===== src/rtl/seg7_scan_driver.sv =====
// seg7_scan_driver: scans a 32-bit word as 8 hex digits on a shared 7-segment bus, frame-aligned double buffering.
// Latency: AN/SEG registered one cycle behind idx/disp; a load reaches the display at the next frame boundary.
// Backpressure: none; load is always accepted, later loads before the boundary replace the staged word.
// Optional SEG_LZB_EN: blank leading-zero digits above digit 0.
module seg7_scan_driver #(
    parameter int DIV_COUNT = 100000
) (
    input  logic        clk,
    input  logic        rst,
    input  logic [31:0] value,
    input  logic        load,
    output logic        pending,
    output logic        upd_ack,
    output logic [7:0]  AN,
    output logic [7:0]  SEG
);

    localparam logic [23:0] DIV_LAST = 24'(DIV_COUNT - 1);

    logic [23:0] prescaler;
    logic [2:0]  idx;
    logic [31:0] staging;
    logic [31:0] disp;
    logic        tick;
    logic        fb;
    logic [3:0]  nibble;
    logic        blank;
    logic [7:0]  an_nxt;
    logic [7:0]  seg_nxt;

    function automatic logic [7:0] hex_decode(input logic [3:0] n);
        logic [7:0] s;
        case (n)
            4'h0: s = 8'hC0;
            4'h1: s = 8'hF9;
            4'h2: s = 8'hA4;
            4'h3: s = 8'hB0;
            4'h4: s = 8'h99;
            4'h5: s = 8'h92;
            4'h6: s = 8'h82;
            4'h7: s = 8'hF8;
            4'h8: s = 8'h80;
            4'h9: s = 8'h90;
            4'hA: s = 8'h88;
            4'hB: s = 8'h83;
            4'hC: s = 8'hC6;
            4'hD: s = 8'hA1;
            4'hE: s = 8'h86;
            default: s = 8'h8E;
        endcase
        return s;
    endfunction

    assign tick   = (prescaler == DIV_LAST);
    assign fb     = tick && (idx == 3'd7);
    assign nibble = disp[{idx, 2'b00} +: 4];

`ifdef SEG_LZB_EN
    // A digit is a leading zero when it and every digit to its left are zero.
    assign blank = (idx != 3'd0) && ((disp >> {idx, 2'b00}) == 32'd0);
`else
    assign blank = 1'b0;
`endif

    always_comb begin
        an_nxt  = ~(8'b1 << idx);
        seg_nxt = hex_decode(nibble);
        if (blank) begin
            an_nxt  = 8'hFF;
            seg_nxt = 8'hFF;
        end
    end

    always_ff @(posedge clk or negedge rst) begin
        if (!rst) begin
            prescaler <= 24'd0;
            idx       <= 3'd0;
            staging   <= 32'd0;
            disp      <= 32'd0;
            pending   <= 1'b0;
            upd_ack   <= 1'b0;
            AN        <= 8'hFF;
            SEG       <= 8'hFF;
        end else begin
            upd_ack <= 1'b0;
            if (tick) begin
                prescaler <= 24'd0;
                idx       <= idx + 3'd1;
            end else begin
                prescaler <= prescaler + 24'd1;
            end

            // A load landing on the boundary bypasses staging so it is never a frame late.
            if (fb) begin
                if (load) begin
                    disp    <= value;
                    staging <= value;
                    pending <= 1'b0;
                    upd_ack <= 1'b1;
                end else if (pending) begin
                    disp    <= staging;
                    pending <= 1'b0;
                    upd_ack <= 1'b1;
                end
            end else if (load) begin
                staging <= value;
                pending <= 1'b1;
            end

            AN  <= an_nxt;
            SEG <= seg_nxt;
        end
    end

endmodule


===== config.mk =====
export PLATFORM = sky130hd
export DESIGN_NAME = seg7_scan_driver
export DESIGN_NICKNAME = d
export VERILOG_FILES = /design/src/rtl/seg7_scan_driver.sv
export SDC_FILE = /design/constraint.sdc
export NUM_CORES = 1
export LEC_CHECK = 0
export BUFFER_PORTS_ARGS = -buffer_cell sky130_fd_sc_hd__buf_4
export CORE_MARGIN = 2
export CORE_UTILIZATION = 58
export DETAILED_ROUTE_END_ITERATION = 10
export PLACE_DENSITY = 0.79
export SLEW_MARGIN = 10
export SYNTH_ARGS = -nofsm -noshare
export SYNTH_HDL_FRONTEND = slang
export SYNTH_SLANG_ARGS = --single-unit

===== constraint.sdc =====
create_clock -name clk -period 3.1 [get_ports clk]
set_input_delay 0.62 -clock clk [delete_from_list [all_inputs] [get_ports clk]]
set_output_delay 0.62 -clock clk [all_outputs]
set_load 0.01 [all_outputs]

==> results.yml <==
outcome:
  run_status: "finished clean"
floorplan:
  dieArea_sq_um: 8920
  core-area_sq_um: 7810
  num_rows: 32
  io_pins: 53
  dieHeight_microns: 94.4
  die_w_microns: 94.4
  start_util_pct: 60.8
cts:
  clkLatencyLatePin_ps: 370
  path_clk_slew_ps: 100
  clock-sinks: 108
  cts_tree: "done"
  htree_num_levels: 3
  cts_buffer_depth: 2
  cts_buffers: 9
  post_cts_buffers: 0
  cts_hold_buf: 0
  cts-root-buf: "clkbuf_8"
  cts_resized: 0
global_route:
  grt_pass1_wl_microns: 13800
  track_usage_pct: 20.3
  grt_max_degree: 71
  grt_remaining_overflow: 0
  antenna_found_initial: 0
  grt_pass1_vias: 2861
worst_setup_path:
  worstPathArrival_ps: 2920
  critical_path_class: "flop to flop"
  crit_slowest_cell: "dfrtp_1"
  crit_path_end_kind: "flop"
  critical_path_required_ps: 3400
  slowest_delay_ps: 720
  crit_family: "multiplexers"
  crit_cells: 7
  worstSetupStartpointType: "flop"
  critPathBufInv: 2
  crit_chain: "mux4_2 -> mux2i_1 -> inv_1 -> ha_1 -> inv_1 -> mux2i_1 -> a22o_1"
  reg2reg_depth: 7
  worstPathMaxFanout: 11
routing:
  vias: 2771
  routedWlPerCell_microns: 16.2
  firstDrtPassIters: 4
  ant_nets: 0
  wl_microns: 8120
  dr.first_iter.drc_count: 66
  viasPerCell: 5.53
  drc_errors: 0
layout:
  fillCellCount: 552
  area_growth_pct: 14.0
  design_area_sq_um: 5410
  drive_gt1_share_pct: 42.4
  nets: 441
  num_antenna_cells: 0
yosys:
  synthArstFlopShare_pct: 100
  synth_cell_types: 39
  syn_area_sq_um: 4740
  seq_area_frac_synth_pct: 57.4
  synth_edf_count: 0
  syn_avg_cell_area_sq_um: 14.0
  synthFlopType: "dfrtp_1"
  ys_seq_elements: 108
  syn_inst: 338
  syn_nets: 385
  ys_warn_count: 0
placement:
  dp_slack_ps: 484
  portBuffers: 51
  hpwl_microns: 5690
  routabilityCongestion: 0.813
  placed_area_sq_um: 5220
timing:
  fin_ws_ps: 487
  min_period_over_period_pct: 84.3
  slew_headroom_pct: 43.1
  fin_worst_skew_ps: 13.9
  final-max-slew-violation-count: 0
  hold_slack_ps: 349
  tightest_slew_ps: 853
  rsz0062_at_grt: "no"
  final.min_clock_period_ps: 2610
  setup_viol: 0
  setup-tns-final_ps: 0
  timing.fmax_ghz: 0.383
  hold_viol_final: 0
hold_path:
  min_path_type: "input port to async pin"
power_and_ir_drop:
  vdd.ir_drop.worst_uv: 272
  p_per_area_nw_per_um2: 442
  p_total_mw: 2.39
  p_leak_nw: 2.56
run:
  maxCapViolCount: 0
## report_power, final
part / total (mW) / internal (mW) / switching [mW]
logic: 0.133 / 0.0682 / 0.0652
clock network: 0.794 / 0.303 / 0.490
registers: 1.46 / 1.45 / 0.0109
total: 2.39 / 1.82 / 0.566
## kinds of logic after synthesis
| group | Yosys count | synth area share (%) |
|---|---|---|
| AND/OR/NAND/NOR | 73 | 8.49 |
| adder cells (fa/ha/maj) | 12 | 3.17 |
| buffers and inverters | 24 | 2.64 |
| AO/OA/AOI/OAI | 12 | 1.61 |
| XOR/XNOR | 22 | 4.06 |
| multiplexers | 86 | 22.6 |
| flip-flops | 108 | 57.4 |
| other | 1 | 0.0791 |
## sequential cells by signal, indices dropped and copies added (netlist names)
| register | flops |
|---|---|
| staging | 32 |
| pending | 1 |
| idx | 3 |
| disp | 32 |
| AN | 8 |
| prescaler | 24 |
| upd_ack | 1 |
| SEG | 7 |
## stage by stage
step	util, %	std cells
after floorplan	-	338
after global placement	66.9	485
after detailed placement	66.9	485
after CTS	69.2	501
after global routing	69.2	501
final	69.2	501
## area by class of cell
class                           count  area (sq um)  area share (%)
Sequential cell                   108          2720            50.3
Multi-Input combinational cell    206          1900            35.1
Timing Repair Buffer               58           435            8.05
Tap cell                          102           128            2.36
Clock buffer                        9           124            2.29
Clock inverter                      7          60.1            1.11
Inverter                           11          41.3           0.764
## cells in the mapped netlist, types with 3 or more instances
cell type / n / area, sq um
a21oi_1: 3 / 15.0
and3_1: 5 / 31.3
buf_4: 3 / 22.5
buf_6: 3 / 33.8
clkbuf_1: 6 / 22.5
dfrtp_1: 93 / 2330
dfstp_2: 15 / 394
ha_1: 12 / 150
inv_1: 10 / 37.5
mux2_2: 66 / 743
mux2i_1: 8 / 80.1
mux4_2: 8 / 180
nand2_1: 14 / 52.6
nand3_1: 11 / 55.1
nand4_1: 6 / 37.5
nor2_1: 10 / 37.5
nor3_1: 7 / 35.0
nor4_1: 7 / 43.8
o21ai_0: 4 / 20.0
xnor2_1: 8 / 70.1
xor2_1: 14 / 123
## final timing paths
path | slack, ps | endpoint | startpoint
max reg2reg | 490 | SEG[5] | idx[0]
max | 490 | SEG[5] | idx[0]
max in group asynchronous | 1970 | SEG[3] | rst
min | 350 | prescaler[23] | rst
min in group clk | 460 | prescaler[0] | prescaler[0]
min reg2reg | 460 | prescaler[0] | prescaler[0]
## layout by cell type, fill, tap and decap left out, types with 3 or more instances in the layout
| cell type | count |
|---|---|
| inv_1 | 10 |
| a21oi_1 | 3 |
| ha_1 | 12 |
| dfstp_2 | 15 |
| buf_4 | 58 |
| o21ai_0 | 4 |
| xnor2_1 | 8 |
| mux4_2 | 8 |
| nor4_1 | 7 |
| mux2i_1 | 8 |
| dfrtp_1 | 93 |
| mux2_2 | 66 |
| nor2_1 | 10 |
| nand2_1 | 14 |
| and3_1 | 5 |
| nand4_1 | 6 |
| xor2_1 | 14 |
| nor3_1 | 7 |
| nand3_1 | 11 |
| clkbuf_8 | 9 |
## per-layer routing
layer	GRT usage, %	part of all wire (%)	up-vias
met5	0	0	-
met1	28.0	45	1390
met4	7.25	1.8	0
met2	32.2	49	62
li1	-	-	1306
met3	4.39	3.7	13
(Power assumes the default switching activity.)
